--- src/rtl/shift_multi_seq.sv ---
// rtl/shift_multi_seq.sv - sequential multi-bit shifter for RRCM/RRAM/RLAM/RRUM
// One bit per clock, 1-4 positions per command; result and flags register on the final step.
module shift_multi_seq #(
  parameter int SIZE_BYTE = 8,
  parameter int SIZE_WORD = 16
) (
  input  logic                 CLK,
  input  logic                 RST_N,
  input  logic                 START,
  input  logic [1:0]           FS,
  input  logic                 BW,
  input  logic [1:0]           CNT,
  input  logic                 CIN,
  input  logic [SIZE_WORD-1:0] DST,
  output logic                 BUSY,
  output logic                 DONE,
  output logic [SIZE_WORD-1:0] SHIFT_OUT,
  output logic [3:0]           CVNZ_shift
);

  localparam logic [1:0] OP_RRCM = 2'b00;
  localparam logic [1:0] OP_RRAM = 2'b01;
  localparam logic [1:0] OP_RLAM = 2'b10;
  localparam logic [SIZE_WORD-1:0] BYTE_MASK =
    {{(SIZE_WORD-SIZE_BYTE){1'b0}}, {SIZE_BYTE{1'b1}}};

  typedef enum logic {IDLE, RUN} state_t;

  state_t               state_q, state_d;
  logic [1:0]           fs_q;
  logic                 bw_q;
  logic                 carry_q;
  logic [2:0]           remaining_q;
  logic [SIZE_WORD-1:0] work_q;
  logic                 done_q;

  logic                 load, step, last;
  logic                 fill;
  logic [SIZE_WORD-1:0] step_val;
  logic                 step_c;
  logic                 res_n, res_z;

  always_ff @(posedge CLK or negedge RST_N) begin
    if (!RST_N) state_q <= IDLE;
    else        state_q <= state_d;
  end

  always_comb begin
    state_d = state_q;
    load    = 1'b0;
    step    = 1'b0;
    last    = 1'b0;
    case (state_q)
      IDLE: begin
        if (START) begin
          load    = 1'b1;
          state_d = RUN;
        end
      end
      RUN: begin
        step = 1'b1;
        if (remaining_q == 3'd1) begin
          last    = 1'b1;
          state_d = IDLE;
        end
      end
      default: state_d = IDLE;
    endcase
  end

  // Single-position step of the working register; byte mode keeps the upper byte zero.
  always_comb begin
    fill     = 1'b0;
    step_val = work_q;
    step_c   = carry_q;
    if (fs_q == OP_RLAM) begin
      step_val = {work_q[SIZE_WORD-2:0], 1'b0};
      step_c   = bw_q ? work_q[SIZE_BYTE-1] : work_q[SIZE_WORD-1];
    end else begin
      case (fs_q)
        OP_RRCM: fill = carry_q;
        OP_RRAM: fill = bw_q ? work_q[SIZE_BYTE-1] : work_q[SIZE_WORD-1];
        default: fill = 1'b0;
      endcase
      step_val = work_q >> 1;
      if (bw_q) step_val[SIZE_BYTE-1] = fill;
      else      step_val[SIZE_WORD-1] = fill;
      step_c = work_q[0];
    end
    if (bw_q) step_val = step_val & BYTE_MASK;
    res_n = bw_q ? step_val[SIZE_BYTE-1] : step_val[SIZE_WORD-1];
    res_z = bw_q ? (step_val[SIZE_BYTE-1:0] == '0) : (step_val == '0);
  end

  always_ff @(posedge CLK or negedge RST_N) begin
    if (!RST_N) begin
      fs_q        <= 2'b00;
      bw_q        <= 1'b0;
      carry_q     <= 1'b0;
      remaining_q <= 3'd0;
      work_q      <= '0;
      done_q      <= 1'b0;
      SHIFT_OUT   <= '0;
      CVNZ_shift  <= 4'b0000;
    end else begin
      done_q <= last;
      if (load) begin
        fs_q        <= FS;
        bw_q        <= BW;
        carry_q     <= CIN;
        remaining_q <= {1'b0, CNT} + 3'd1;
        work_q      <= BW ? (DST & BYTE_MASK) : DST;
      end else if (step) begin
        work_q      <= step_val;
        carry_q     <= step_c;
        remaining_q <= remaining_q - 3'd1;
      end
      if (last) begin
        SHIFT_OUT  <= step_val;
        CVNZ_shift <= {step_c, 1'b0, res_n, res_z};
      end
    end
  end

  assign BUSY = (state_q == RUN);
  assign DONE = done_q;

endmodule

--- config.mk ---
export PLATFORM = sky130hd
export DESIGN_NAME = shift_multi_seq
export DESIGN_NICKNAME = d
export VERILOG_FILES = /design/src/rtl/shift_multi_seq.sv
export SDC_FILE = /design/constraint.sdc
export NUM_CORES = 1
export LEC_CHECK = 0
export CORE_MARGIN = 1.5
export CORE_UTILIZATION = 40
export CTS_BUF_LIST = sky130_fd_sc_hd__clkbuf_8
export DETAILED_ROUTE_END_ITERATION = 8
export GPL_ROUTABILITY_DRIVEN = 1
export PLACE_DENSITY = 0.67
export SYNTH_ARGS = -nofsm -noshare
export SYNTH_HDL_FRONTEND = slang
export SYNTH_SLANG_ARGS = --single-unit
--- constraint.sdc ---
create_clock -name CLK -period 3.1 [get_ports CLK]
set_clock_uncertainty 0.15 [all_clocks]
set_input_delay 0.31 -clock CLK [delete_from_list [all_inputs] [get_ports CLK]]
set_output_delay 0.31 -clock CLK [all_outputs]
set_load 0.02 [all_outputs]
# Word level (Yosys, flattened, before mapping)
# Cells that the tools add are included.
[classes]
n_addsub = 2
n_eq_ne = 3
n_reduce_logical = 4
muxes = 23
n_bitwise = 1
[op_table]
columns = ["op", "count"]
rows = [
  ["16-bit 2-to-1 mux", 5],
  ["16-bit logical NOT", 1],
  ["1-bit 2-to-1 mux", 14],
  ["8-bit logical NOT", 1],
  ["3-bit 2-to-1 mux", 2],
  ["1-bit case mux with 2 select lines", 2],
  ["2-bit by 1-bit adder with 3-bit output (second input constant)", 1],
  ["3-bit by 1-bit equality test with 1-bit output (second input constant)", 1],
  ["3-bit by 1-bit subtractor with 3-bit output (second input constant)", 1],
  ["2-bit by 1-bit equality test with 1-bit output (second input constant)", 1],
  ["2-bit equality test (second input constant)", 1],
  ["2-bit logical NOT", 1],
  ["2-bit nonzero test", 1],
  ["1-bit NOT", 1],
]
[totals]
in_bits = 25
reg_bits = 44

# Depth between registers and ports, before layout
[depth]
word_depth = 7
ltp_mapped = 6
depth_no_buf = 6

# Worst setup path before layout
# Ideal clock, no wire load.
[synth_path]
path_kind = "register -> register"
start = "register state_q, in the netlist BUSY"
end = "register SHIFT_OUT[10]"
setup_time_ns = 0.125
path_stages_with_launch = 5
required_ns = 2.825
arrival_time_ns = 1.242
path_buffers = 1
path_slack_ns = 1.583
cell_sequence = "dfrtp_1 -> buf_4 -> nand3b_2 -> inv_2 -> mux2_2"
[synth_between]
elab_chain_cells = 1
[synth_rtl]
columns = ["item", "line", "source"]
rows = [
  ["start, declared", "29", "state_t state_q, state_d;"],
  ["start signal, assigned", "45", "else state_q <= state_d;"],
  ["1-bit 2-to-1 mux", "53", "case (state_q)"],
  ["net last", "37", "logic load, step, last;"],
  ["end signal, assigned", "119", "SHIFT_OUT <= step_val;"],
  ["end, declared", "17", "output logic [SIZE_WORD-1:0] SHIFT_OUT,"],
]
# The timed path passes the listed nets, and every way through them passes these cells.
# A chain may end at the register's enable or synchronous reset.

# Final worst setup path
[layout_path]
start = "register state_q, in the netlist BUSY"
end = "output port BUSY"
[layout_rtl]
columns = ["item", "line", "source"]
rows = [
  ["end, declared", "15", "output logic BUSY,"],
]
# No word-level cell between the ends.

==> run summary <==
Initial Utilization: 0.410
CTS sink count: 44
Number of buffers created by CTS: 5
Layout cells sized above 1: 0.108
Ys flop type: dfrtp_1
Average wire per standard cell: 14.7 µm
DRT antenna net count: 0
Number of fill cells: 510
Reg area: 1100 µm²
Slew HR: 0.346
HPWL after DPL: 3.48 mm
Total track usage: 0.168
Total gr overflow: 0
#FFs+latches synth: 44
Min Tclk post-route: 2.19 ns
Status: complete, no violations
Final Instance Area: 2770 µm²
Vias in the first global route: 1,629
Syn Nets: 248
Kind of critical path: reg -> out
CTS Root Cell: clkbuf_8
Worst path arrival time: 1.73 ns
Max_cap viols: 0
Synth Area in Simple Gates: 0.158
PD cells: 951 nW/µm²
CP max FO: 42
# resized after CTS: 0
Core Area: 5440 µm²
Syn. warnings: 0
Nets@finish: 287
Total length of routed wires: 4.87 mm
Post-layout util: 0.510
Final-report max-slew violation count: 0
Vias/cell: 5.23
EDFF count, synth: 0
Clk_lat worst skew: 0.30 ns
Number of port buffers: 45
Die Span X: 77.7 µm
Main combinational cell family by area after synthesis: compound AO/OA/AOI/OAI gates
Crit end category: output pin
Post-Synth XOR/XNOR Area: 0.00392
TNS Setup: 0 ns
First-pass GRT wire length: 8.06 mm
Final period utilization: 0.708
Final estimated routing congestion in global placement: 0.780
Final Setup Violations: 0
LEAKAGE: 1.20 nW
Async SR Flop Fraction: 1.00
WP data required: 2.64 ns
Via count: 1,732
Detailed-route DRC error count: 0
Mux cell area share after synthesis: 0.0902
Tightest Pin Transition: 0.981 ns
Row count: 27
Register area share after synthesis: 0.493
Worst Hold Class: in -> async
Die height: 77.7 µm
Syn-to-layout area delta: 24.2%
Unique cell type count in the Yosys netlist: 45
Total power: 2.64 mW
Area of the multi-input gates: 1020 µm²
Die area: 6040 µm²
Reg2reg setup slack: 1.13 ns
Fmax: 456 MHz
Worst VDD drop: 352 µV
Most frequent cells in the layout: dfrtp_1 (44), clkdlybuf4s50_1 (44), nand2_1 (29)
TritonRoute pass-1 iters: 4
Syn avg cell area: 10.1 µm²
Synth Area in Adders: 0.0168
Clk buf depth: 2
Type of origin of the critical path: flop
Ant. Diodes: 0
Final count of hold timing violations: 0
# IOs: 47
DP Area: 2690 µm²
TritonCTS clock tree: done
RSZ-0062 raised after global routing: no
1st-iter DRT viols: 144
Initial antenna violation count: 0
Largest net degree at the start of global routing: 45
# hold bufs at CTS: 0
Clock transition at path regs: 0.08 ns
Synth Cell Area: 2230 µm²
Synth Area in Compound Gates: 0.188
Buffers inserted by post-CTS timing repair: 0
H-tree lvl count: 2
Cells after synthesis: 220
cell type report:
| class | instances | share of cell area |
|---|---|---|
| multi-input combinational | 156 | 0.369 |
| tap | 72 | 0.0325 |
| clock buffer | 5 | 0.0248 |
| clock inverter | 2 | 0.00316 |
| timing repair buffer | 47 | 0.166 |
| sequential | 44 | 0.397 |
| inverter | 5 | 0.00677 |
path summary, 6_finish.rpt:
path	cells past startpoint	start	endpoint
setup / recovery	2	BUSY$_DFF_PN0_	BUSY
hold / removal	1	RST_N	SHIFT_OUT[12]$_DFFE_PN0P_
setup reg to reg	5	remaining_q[1]$_DFFE_PN0P_	SHIFT_OUT[11]$_DFFE_PN0P_
hold reg to reg	2	SHIFT_OUT[7]$_DFFE_PN0P_	SHIFT_OUT[7]$_DFFE_PN0P_
max in group asynchronous	1	RST_N	work_q[8]$_DFFE_PN0P_
min in group CLK	2	SHIFT_OUT[7]$_DFFE_PN0P_	SHIFT_OUT[7]$_DFFE_PN0P_
metrics by stage:
stage / setup slack (ns) / cells / hold WS, ns
2_1_floorplan: 1.58 / 220 / -0.136
3_3_place_gp: 1.18 / 324 / 0.316
3_5_place_dp: 1.11 / 324 / 0.328
4_1_cts: 0.897 / 331 / 0.0648
5_1_grt: 0.825 / 331 / 0.104
6_report: 0.905 / 331 / 0.0238
power by group:
part	switching, mW	internal [mW]	total, mW
combinational	0.645	0.588	1.23
sequential	0.246	0.821	1.07
clock	0.186	0.150	0.336
synthesized netlist by cell type (2+ instances only):
| library cell | instances | share of area |
|---|---|---|
| buf_4 | 2 | 0.0067 |
| o2bb2ai_1 | 2 | 0.0078 |
| nor2b_1 | 10 | 0.028 |
| nand2_1 | 29 | 0.049 |
| a22oi_1 | 5 | 0.017 |
| clkbuf_1 | 6 | 0.010 |
| inv_2 | 2 | 0.0034 |
| a211oi_1 | 10 | 0.034 |
| inv_1 | 3 | 0.0050 |
| mux2i_1 | 10 | 0.045 |
| a21o_1 | 5 | 0.017 |
| o21ai_1 | 12 | 0.027 |
| a21oi_1 | 18 | 0.040 |
| a21oi_2 | 3 | 0.012 |
| o21ai_0 | 2 | 0.0045 |
| mux2_2 | 8 | 0.040 |
| ha_1 | 3 | 0.017 |
| buf_2 | 5 | 0.011 |
| nor2_1 | 14 | 0.024 |
| dfrtp_1 | 44 | 0.49 |
| a31oi_1 | 2 | 0.0056 |
| a221oi_1 | 2 | 0.0078 |
worst max-delay path: stages, from the launching register on:
cell	delay [ns]
dfrtp_1	0.37
buf_4	0.38
clkdlybuf4s50_1	0.68
state kept, by name, summed over array words and instances (netlist names):
register and cells:
BUSY 1, CVNZ_shift 3, DONE 1, SHIFT_OUT 16
bw_q 1, carry_q 1, fs_q 2, remaining_q 3
work_q 16
cell families after synthesis:
kind of cell               Yosys count
and+or+nand+nor                     67
AOI/OAI and AO/OA                   65
DFF                                 44
buffers and inverters               20
muxes                               19
adders and majority gates            3
other                                1
xor gates and xnor gates             1
layer usage:
layer,global-route usage,vias to the layer above,part of all wire
li1,-,857,-
met1,0.247,827,0.48
met2,0.251,41,0.47
met3,0.0259,7,0.035
met4,0.0582,0,0.013
met5,0,-,0
(Power assumes the default switching activity.)
